--- src/rtl/modn_updown_counter.sv ---
// Modulo-MODULUS up/down counter with parallel load, terminal count and optional Gray output.
// Optional feature macro: COUNTER_GRAY_OUT_EN (registered Gray-coded copy of the count).
module modn_updown_counter #(
   parameter int WIDTH   = 3,
   parameter int MODULUS = 5
) (
   input  logic             clk,
   input  logic             rst,
   input  logic             en,
   input  logic             up_dn,
   input  logic             load,
   input  logic [WIDTH-1:0] load_val,
   output logic [WIDTH-1:0] out,
   output logic             tc,
   output logic [WIDTH-1:0] gray_out
);

   // Arithmetic is one bit wider so MODULUS == 2**WIDTH compares cleanly.
   localparam logic [WIDTH:0] MAX_V  = (WIDTH+1)'(MODULUS - 1);
   localparam logic [WIDTH:0] ONE_V  = (WIDTH+1)'(1);
   localparam logic [WIDTH:0] ZERO_V = (WIDTH+1)'(0);

   generate
      if (WIDTH < 1 || WIDTH > 16) begin : g_bad_width
         $error("modn_updown_counter: WIDTH must be in 1..16");
      end
      if (MODULUS < 2 || MODULUS > (1 << WIDTH)) begin : g_bad_modulus
         $error("modn_updown_counter: MODULUS must be in 2..2**WIDTH");
      end
   endgenerate

   logic [WIDTH-1:0] out_r;
   logic [WIDTH:0]   cnt_ext_s;
   logic [WIDTH:0]   load_ext_s;
   logic [WIDTH-1:0] next_s;

   assign cnt_ext_s  = {1'b0, out_r};
   assign load_ext_s = {1'b0, load_val};
   assign out        = out_r;

   // Next count: load (clamped) over count over hold; illegal states recover to 0.
   always_comb begin
      next_s = out_r;
      if (load) begin
         if (load_ext_s > MAX_V) begin
            next_s = WIDTH'(MAX_V);
         end else begin
            next_s = load_val;
         end
      end else if (en) begin
         if (cnt_ext_s > MAX_V) begin
            next_s = WIDTH'(ZERO_V);
         end else if (up_dn) begin
            if (cnt_ext_s == MAX_V) begin
               next_s = WIDTH'(ZERO_V);
            end else begin
               next_s = WIDTH'(cnt_ext_s + ONE_V);
            end
         end else begin
            if (cnt_ext_s == ZERO_V) begin
               next_s = WIDTH'(MAX_V);
            end else begin
               next_s = WIDTH'(cnt_ext_s - ONE_V);
            end
         end
      end else begin
         next_s = out_r;
      end
   end

   // Terminal count: high in the cycle before a wrap, so a cascaded stage can use it as en.
   always_comb begin
      tc = 1'b0;
      if (rst || load || !en) begin
         tc = 1'b0;
      end else if (up_dn) begin
         tc = (cnt_ext_s == MAX_V);
      end else begin
         tc = (cnt_ext_s == ZERO_V);
      end
   end

   // Count register with synchronous reset.
   always_ff @(posedge clk) begin
      if (rst) begin
         out_r <= '0;
      end else begin
         out_r <= next_s;
      end
   end

`ifdef COUNTER_GRAY_OUT_EN
   logic [WIDTH-1:0] gray_r;

   function automatic logic [WIDTH-1:0] to_gray(input logic [WIDTH-1:0] v);
      return v ^ (v >> 1'b1);
   endfunction

   // Gray register is fed from next_s so it tracks out with no extra latency.
   always_ff @(posedge clk) begin
      if (rst) begin
         gray_r <= '0;
      end else begin
         gray_r <= to_gray(next_s);
      end
   end

   assign gray_out = gray_r;
`else
   assign gray_out = '0;
`endif

endmodule

--- config.mk ---
export PLATFORM = sky130hd
export DESIGN_NAME = modn_updown_counter
export DESIGN_NICKNAME = d
export VERILOG_FILES = /design/src/rtl/modn_updown_counter.sv
export SDC_FILE = /design/constraint.sdc
export NUM_CORES = 1
export LEC_CHECK = 0
export CORE_AREA = 2 2 39 41
export DETAILED_ROUTE_END_ITERATION = 8
export DIE_AREA = 0 0 41 43
export GPL_ROUTABILITY_DRIVEN = 0
export SLEW_MARGIN = 20
export SYNTH_ARGS = -nofsm -noshare
export SYNTH_HDL_FRONTEND = slang
export SYNTH_SLANG_ARGS = --single-unit
--- constraint.sdc ---
create_clock -name clk -period 1.7 [get_ports clk]
set_input_delay 0.17 -clock clk [delete_from_list [all_inputs] [get_ports clk]]
set_output_delay 0.17 -clock clk [all_outputs]
set_load 0.05 [all_outputs]
==> results of run 1 <==
[stage by stage]
stage / std cells / utilization [%] / cell area, um2 / setup slack, ps
after floorplan: 42 / - / 331.6 / 90.61
after global placement: 66 / 32.10 / 444.2 / 234.5
after CTS: 70 / 34.00 / 470.5 / 211.6
after global routing: 70 / 34.00 / 470.5 / 121.1
after detailed placement: 66 / 32.10 / 444.2 / 213.8
final: 70 / 34.00 / 470.5 / 229.0
[critical path, cell delays in order]
cell             delay (ps)
clkdlybuf4s50_1         530
nor3b_2                 220
and3_1                  230
buf_12                  150
[final cells by class]
cell class,instances,area share [%]
Timing Repair Buffer,12,25.53
Tap cell,16,4.255
Sequential cell,3,12.77
Clock buffer,4,5.585
Multi-Input combinational cell,31,48.67
Inverter,4,3.191
[logic make-up (layout without fill, tap and decap cells)]
| logic type | count (synthesis) | after routing | share of synthesized area, % |
|---|---|---|---|
| AO/OA/AOI/OAI | 10 | 10 | 22.78 |
| XOR/XNOR | 2 | 2 | 5.406 |
| adder cells (fa/ha/maj) | 3 | 3 | 11.58 |
| buffers and inverters | 8 | 20 | 13.12 |
| flip-flops | 3 | 3 | 18.53 |
| other | 1 | 3 | 1.157 |
| AND/OR/NAND/NOR | 13 | 13 | 27.41 |
[placed cells by master, fill, tap and decap left out, types with 2 or more instances in the layout]
cell type,Yosys,layout
nor2b_1,3,3
a21o_1,2,2
nand2b_1,2,2
dfxtp_1,3,3
clkbuf_4,0,3
o21ai_0,2,2
nor2_1,2,2
clkdlybuf4s50_1,0,7
xnor2_1,2,2
buf_4,3,4
ha_1,3,3
inv_1,4,4
conb_1,1,3
[routing by layer]
| layer | global-route usage [%] | vias up |
|---|---|---|
| met3 | 3.141 | 2 |
| met4 | 6.000 | 0 |
| li1 | - | 161 |
| met5 | 0 | - |
| met1 | 11.22 | 133 |
| met2 | 13.44 | 11 |
[worst max path at each step]
| stage | depth (start not counted) | slack (ps) | end |
|---|---|---|---|
| final | 4 | 230 | tc |
| after global routing | 4 | 120 | tc |
| after CTS | 4 | 210 | tc |
| after detailed placement | 4 | 210 | tc |
| after global placement | 4 | 230 | tc |
| after floorplan | 5 | 90 | out[1] |
[power by group]
group | switching [uW] | leakage, uW | internal (uW)
clock network | 34.3 | 0.0000150 | 87.8
registers | 7.21 | 0.0000248 | 76.3
logic | 69.7 | 0.000164 | 52.1
total | 111 | 0.000204 | 216
==> impl_metrics.ini, run 1 <==
[cells_and_area]
drive_gt1_share_pct = 18.52
area.sequential_um2 = 60.06
largest_register_ff_count = 3
multi_input_gate_area_in_the_final_layout_um2 = 229.0
fin_nets = 66
insertedDiodeCount = 0
fill_cells = 153
syn2layout_area_growth_pct = 45.17

[timing]
timing_hold_violations_final = 0
maxClockFrequency_mhz = 679.8
finalCritPeriodShare_pct = 86.53
holdWs_ps = 618.4
grt_setup_unrepaired = no
setup_viol = 0
skew_ps = 2.360
final-max-slew-violation-count = 0
min_period_ps = 1471
fin_setup_tns_ps = 0

[critical_path]
worst-r2r-setup-slack_ps = 350
critPathArrivalTime_ps = 1300
crit_path_end_kind = output port
rr_endpoint = out[1]
timing.critical_path.from = en
worst-setup-path-type = primary input to output port
r2r.worst_path.cells = 5
critical_path.reg2reg.startpoint = out[0]
worstPathRequired_ps = 1530
timing.critical_path.fanout_max = 5
start_kind = primary input

[min_path]
worst_hold_path_type = primary input to flip-flop
timing.hold.worst_endpoint = out[0]
holdCritStartpoint = load_val[0]
hold_path_depth = 4

[die]
placeableCoreArea_um2 = 1384
floorplan.die.height_um = 43
die_area_um2 = 1763
design.portCount = 15
floorplan.rows = 14
die_width_um = 41
floorplan.initialDensity_pct = 23.42

[synthesis]
synth-edff-count = 0
postSynthCellCount = 40
synth.ff_latch_count = 3
synth.largest_area_cell = dfxtp_1
yosys-top-cells-count = inv_1, buf_4, dfxtp_1, ha_1, nor2b_1
synth_largest_type_area_fraction_pct = 18.53
post_synth.cell_area_avg_um2 = 8.102
synthMostInstantiatedCell = inv_1
synth-main-ff-cell = dfxtp_1
synth_sequential_area_ratio_pct = 18.53
ys_warn_count = 0
yosys.cell_types.count = 24
cell_area_after_synthesis_um2 = 324.1
async_flop_share_pct = 0
yosys-top-cells-area = dfxtp_1, ha_1, buf_4

[clocking]
tritoncts_clock_tree = done
post_cts_resize_count = 0
clock-sinks = 3
cts_inserted_buffers = 3
cts_buffer_depth = 2
ctsHtreeMaxLevel = 1
postCtsSetupRepairBufs = 0
worst_skew_late_latency_ps = 230
clk_transition_reported_paths_ps = 30
cts-hold-fix-buffers = 0
clk_root_buffer_cell = clkbuf_4

[detailed_routing]
highest-signal-layer = met4
detailroute.wirelength.met2_um = 273
route.detailed.vias_per_inst = 4.386
wire_per_inst_um = 8.957
dr.first_iter.drc_count = 3
postRouteAntennaNets = 0
first_pass_iters = 3
post-route-drc-count = 0
wl_met1_um = 288
routed-wl-met3_um = 53
wl_um = 627
vias = 307

[placed_design]
detailedPlacementHpwl_um = 525.2
io_buffers = 11

[outcome]
run_status = finished, final reports clean

[pwr]
power-per-cell-area_nw_per_um2 = 696.0
post-layout-total-power_uw = 327.4
ir_worst_vdd_mv = 0.2520
power.leakage_uw = 0.0002038

[global_route]
first_global_vias = 308
grt_util_all_layers_pct = 9.328
gr-total-overflow = 0
grt_pass1_wl_mm = 1.104
grt_antenna_before_repair = 0
pin_count_of_the_biggest_net_entering_global_routing = 8

[job]
maxCapViolations = 0
No activity file was read; power rests on OpenSTA's default activity.
==> inputs of run 2 (changes only) <==
Settings changed: GPL_ROUTABILITY_DRIVEN 0 to 1, MAX_ROUTING_LAYER set to met4.
==> results of run 2 <==
The final DEF is identical to that of run 1; final timing and power are the same.
Main changes from that run: overall routing resource usage 9.328% -> 9.558%
==> RTL edit 1: new RTL, settings of run 1 <==
Set the parameter `WIDTH` to 4 (it was 3).
--- a/src/rtl/modn_updown_counter.sv
+++ b/src/rtl/modn_updown_counter.sv
@@ -1,7 +1,7 @@
 // Modulo-MODULUS up/down counter with parallel load, terminal count and optional Gray output.
 // Optional feature macro: COUNTER_GRAY_OUT_EN (registered Gray-coded copy of the count).
 module modn_updown_counter #(
-   parameter int WIDTH   = 3,
+   parameter int WIDTH   = 4,
    parameter int MODULUS = 5
 ) (
    input  logic             clk,
Ports: changed (resized gray_out, load_val and out); port bits go from 15 to 18. No check against the original RTL was run, so the function may have changed too.
==> RTL edit 1 against run 1 <==
Synthesized area grew 8.9%. First-iteration DRC count grew 33%. Combinational power grew 8%. Critical path depth grew 1. Total power grew 8.7%. Wire length grew 20%. Clock skew shrank 2.1 ps. Setup slack lost 11 ps. Hold slack lost 42 ps. Cell area grew 9.0%. Sequential cell count grew 1. Largest cell class unchanged. Highest routed layer is now met3.
==> RTL edit 1: results (changes against run 1) <==
[place]
io_buffers=13  ; was 11
dp_hpwl_um=621  ; was 525 um

[logic_synthesis]
yosysSeqAreaShare_pct=22.7  ; was 18.5%
yosysMostFrequentCell=nor2_1  ; was inv_1
yosys-top-cells-count=nor2_1, a31oi_1, buf_4, dfxtp_1  ; was inv_1, buf_4, dfxtp_1, ha_1, nor2b_1
synth.distinct_cells=24  ; unchanged
ys_warn_count=0  ; unchanged
synth_edf_count=0  ; unchanged
async_flop_share_pct=0  ; unchanged
synthTopCellsByArea=dfxtp_1, buf_4, a31oi_1  ; was dfxtp_1, ha_1, buf_4

[global_route]
first_global_vias=329  ; was 308
grt_max_degree=10  ; was 8
grt_pass1_wl_um=1240  ; was 1100 um
antenna_found_initial=0  ; unchanged
grt.total_usage_pct=9.94  ; was 9.33%

[drt]
drc_errors=0  ; unchanged
vias_per_cell=4.73  ; was 4.39
drt-initial-drc-count=4  ; was 3
wirelength_um=750  ; was 627 um
firstDrtPassIters=3  ; unchanged

[worst_hold_path]
min_from=out[0]  ; was load_val[0]
hp-class=flip-flop to flip-flop  ; was primary input to flip-flop

[layout]
num_antenna_cells=0  ; unchanged
largest_reg_flops=4  ; was 3
nets=74  ; was 66
fill_cells=159  ; was 153
drive_gt1_share_pct=19.7  ; was 18.5%

[worst_setup_path]
timing.rr.end=out[1]  ; unchanged
crit_end=tc  ; unchanged
crit_start=out[0]  ; was en
cpPeakStageDelay_ps=350  ; was 530 ps
ff2ff_path_depth=5  ; unchanged
reg2reg_slack_ps=370  ; was 350 ps
critPathSlowestCell=dfxtp_1  ; was clkdlybuf4s50_1
crit_path_max_fanout=6  ; was 5
arrival_ps=1310

[die]
placementRows=14  ; unchanged

[clock_network]
post_cts_buffers=0  ; unchanged
clk_pin_slew_worst_paths_ps=40
cts-root-buf=clkbuf_4  ; unchanged
htree_levels=1  ; unchanged
clock_latency_ps=230  ; about the same
clockBufferDepth=2  ; unchanged
numCtsBuffers=3  ; unchanged
cts_resized=0  ; unchanged

[outcome]
outcome=complete, no violations  ; unchanged

[power]
power_leakage_uw=0.000203  ; was 0.000204 uW
peakVddDrop_mv=0.359  ; was 0.252 mV

[timing]
fin_worst_skew_ps=0.215  ; was 2.36 ps
slew_viol_final=0  ; unchanged

## RTL edit 1: power breakdown
part	internal, uW	switching, uW	total (uW)	leakage (uW)
Combinational	53.8	78.0	132	0.000156
Clock	78.7	35.0	114	0.0000138
Sequential	100	9.79	110	0.0000328
## RTL edit 1: logic make-up (layout without fill, tap and decap cells)
family / after synthesis / after routing / synth area share, %
and+or+nand+nor: 18 / 18 / 28.7
AOI/OAI and AO/OA: 10 / 10 / 19.9
buffers and inverters: 8 / 21 / 14.9
DFF: 4 / 4 / 22.7
adders and majority gates: 2 / 2 / 7.09
other: 1 / 4 / 1.06
xor gates and xnor gates: 1 / 1 / 2.48
muxes: 1 / 1 / 3.19
## RTL edit 1: how the worst min path moves through the flow
stage          endpoint  slack, ps  cells past startpoint
2_1_floorplan    out[2]        240                      1
3_3_place_gp     out[0]        580                      1
3_5_place_dp     out[0]        580                      1
4_1_cts          out[0]        580                      1
5_1_grt          out[0]        600                      1
6_report         out[0]        580                      1
## RTL edit 1: final cells by class
type / count / share of cell area [%]
Clock buffer: 3 / 4.39
Multi-Input combinational cell: 36 / 45.6
Inverter: 3 / 2.20
Sequential cell: 4 / 15.6
Timing Repair Buffer: 15 / 28.3
Tap cell: 16 / 3.90
## RTL edit 1: critical path: cells and delay by family (launching register included)
family	cells	cell delay, ps
simple gates	1	140
buf+inv	2	220
flops	1	350
fa+ha+maj	1	240
compound gates	1	130
## RTL edit 1: layer usage
metal  share of wire (%)  up-vias  GRT usage [%]
met2                  48       12           14.7
li1                    -      188              -
met1                  48      164           13.8
met3                 4.0        0           1.57
met4                   0        0           4.00
met5                   0        -              0
## RTL edit 1: metrics by stage
stage	setup slack, ps	instance area (um2)	util [%]	instances
2_1_floorplan	121	367	-	48
3_3_place_gp	258	490	35.4	74
3_5_place_dp	270	490	35.4	74
4_1_cts	201	513	37.1	77
5_1_grt	114	513	37.1	77
6_report	218	513	37.1	77
==> RTL edit 2: new RTL, config.mk and constraints of run 1 <==
Made on the original files. Add an input register stage for `en`, `up_dn`, `load` and `load_val`, cleared by the reset; this delays them by one clock. Comments in the files are not updated.
--- a/src/rtl/modn_updown_counter.sv
+++ b/src/rtl/modn_updown_counter.sv
@@ -20,6 +20,25 @@
    localparam logic [WIDTH:0] ONE_V  = (WIDTH+1)'(1);
    localparam logic [WIDTH:0] ZERO_V = (WIDTH+1)'(0);
 
+   logic en_q;
+   logic up_dn_q;
+   logic load_q;
+   logic [WIDTH-1:0] load_val_q;
+
+   always_ff @(posedge clk) begin
+      if (rst) begin
+         en_q       <= '0;
+         up_dn_q    <= '0;
+         load_q     <= '0;
+         load_val_q <= '0;
+      end else begin
+         en_q       <= en;
+         up_dn_q    <= up_dn;
+         load_q     <= load;
+         load_val_q <= load_val;
+      end
+   end
+
    generate
       if (WIDTH < 1 || WIDTH > 16) begin : g_bad_width
          $error("modn_updown_counter: WIDTH must be in 1..16");
@@ -35,22 +54,22 @@
    logic [WIDTH-1:0] next_s;
 
    assign cnt_ext_s  = {1'b0, out_r};
-   assign load_ext_s = {1'b0, load_val};
+   assign load_ext_s = {1'b0, load_val_q};
    assign out        = out_r;
 
    // Next count: load (clamped) over count over hold; illegal states recover to 0.
    always_comb begin
       next_s = out_r;
-      if (load) begin
+      if (load_q) begin
          if (load_ext_s > MAX_V) begin
             next_s = WIDTH'(MAX_V);
          end else begin
-            next_s = load_val;
+            next_s = load_val_q;
          end
-      end else if (en) begin
+      end else if (en_q) begin
          if (cnt_ext_s > MAX_V) begin
             next_s = WIDTH'(ZERO_V);
-         end else if (up_dn) begin
+         end else if (up_dn_q) begin
             if (cnt_ext_s == MAX_V) begin
                next_s = WIDTH'(ZERO_V);
             end else begin
@@ -71,9 +90,9 @@
    // Terminal count: high in the cycle before a wrap, so a cascaded stage can use it as en.
    always_comb begin
       tc = 1'b0;
-      if (rst || load || !en) begin
+      if (rst || load_q || !en_q) begin
          tc = 1'b0;
-      end else if (up_dn) begin
+      end else if (up_dn_q) begin
          tc = (cnt_ext_s == MAX_V);
       end else begin
          tc = (cnt_ext_s == ZERO_V);
Check against the original RTL: not equivalent (a bounded check fails within 4 cycles, from zero or initial values and one cycle with rst high).
==> RTL edit 2 against run 1 <==
Total power is 61% higher. Cell area is 36% higher. Count of clock-buffer cells in the layout stayed put. Synthesized area is 54% higher. Largest power group is now registers. Critical endpoint is now out[0]. Sequential cell count is 6 higher. Via count is 23% higher. Setup slack worse by 99 ps. Sequential share of layout area is 16 points higher. Wire length is 22% higher. Core utilization is 12 points higher. Non-clock buffer count stayed put. Critical path depth is 3 lower.
==> RTL edit 2: results (changes against run 1) <==
[worst_setup_path]
ff2ff_path_depth=5  ; unchanged
arrival_ps=1400  ; was 1300 ps
critPathSlowestCell=clkdlybuf4s50_1  ; unchanged
path_delay_family=buffers and inverters  ; unchanged
crit_path_max_fanout=4  ; was 5
cpPeakStageDelay_ps=790  ; was 530 ps

[worst_hold_path]
hp-class=primary input to flip-flop  ; unchanged
worstHoldPathCells=2  ; was 4

[place]
dp_hpwl_um=639  ; was 525 um
place_area_um2=616  ; was 444 um2
io_buffers=11  ; unchanged

[power]
p_sw_uw=152  ; was 111 uW
peakVddDrop_mv=0.352  ; was 0.252 mV
power_leakage_uw=0.000252  ; was 0.000204 uW

[clock_network]
clockBufferDepth=2  ; unchanged
numCtsBuffers=3  ; unchanged
cts-root-buf=clkbuf_4  ; unchanged
clock_latency_ps=250  ; was 230 ps
clk_pin_slew_worst_paths_ps=60  ; was 30 ps
htree_levels=1  ; unchanged
post_cts_buffers=0  ; unchanged
cts_resized=0  ; unchanged

[logic_synthesis]
ys.flop_type=dfxtp_1  ; unchanged
yosysSeqAreaShare_pct=36.1  ; was 18.5%
synth.distinct_cells=26  ; was 24
yosys-top-cells-count=dfxtp_1, nor2b_1, inv_1, nand2b_1  ; was inv_1, buf_4, dfxtp_1, ha_1, nor2b_1
ys_warn_count=0  ; unchanged
synthTopCellsByArea=dfxtp_1, ha_1, nor2b_1  ; was dfxtp_1, ha_1, buf_4
async_flop_share_pct=0  ; unchanged

[timing]
fin_worst_skew_ps=1.38  ; was 2.36 ps

[drt]
drc_errors=0  ; unchanged
drt-initial-drc-count=7  ; was 3
vias_per_cell=4.60  ; was 4.39
avgRoutedWirePerCell_um=9.37  ; was 8.96 um
firstDrtPassIters=4  ; was 3

[outcome]
outcome=complete, no violations  ; unchanged

[global_route]
antenna_found_initial=0  ; unchanged
grt_pass1_wl_um=1400  ; was 1100 um
grt_max_degree=10  ; was 8
first_global_vias=359  ; was 308
grt.total_usage_pct=12.0  ; was 9.33%

[layout]
num_antenna_cells=0  ; unchanged
fill_cells=146  ; was 153
nets=78  ; was 66
drive_gt1_share_pct=16.7  ; was 18.5%

RTL edit 2: metal layers:
metal  global-route usage, %  routed length [um]  vias to the layer above
met5                       0                   0                        -
met4                    8.00                   5                        0
met3                    3.14                  43                        2
met2                    18.4                 400                       11
met1                    13.7                 319                      165
li1                        -                   -                      199
RTL edit 2: path summary, 6_finish.rpt:
check / from / to / slack [ps]
max: out[0] / out[0] / 130
min: en / en_q / 470
max reg2reg: out[0] / out[1] / 140
min reg2reg: load_val_q[1] / out[1] / 470
RTL edit 2: stage by stage:
step / cells / utilization (%) / total power (uW) / hold WS [ps] / setup WS, ps
floorplan: 56 / - / 343 / 298 / 32.1
global placement: 78 / 44.5 / 376 / 463 / 183
detailed placement: 78 / 44.5 / 377 / 465 / 149
CTS: 82 / 46.4 / 536 / 460 / 116
global route: 82 / 46.4 / 566 / 469 / 51.8
finish: 82 / 46.4 / 527 / 468 / 130
RTL edit 2: kinds of logic after synthesis:
logic type | share of synthesized area, %
flops | 36.1
other cells | 0.751
buf+inv | 11.3
simple gates | 26.1
xor+xnor | 1.75
fa+ha+maj | 7.52
compound gates | 16.5
RTL edit 2: area by class of cell:
type	count	area, um2	share of cell area, %
Timing Repair Buffer	12	125	19.5
Sequential cell	9	185	28.8
Multi-Input combinational cell	37	270	42.1
Clock buffer	4	26.3	4.09
Tap cell	16	20.0	3.12
Inverter	4	15.0	2.34
RTL edit 2: power groups by stage:
stage               clock (uW)  sequential (uW)  combinational, uW
finish                     155              241                131
global route               178              244                144
CTS                        162              241                133
detailed placement           0              246                132
global placement             0              245                131
floorplan                    0              259               84.5
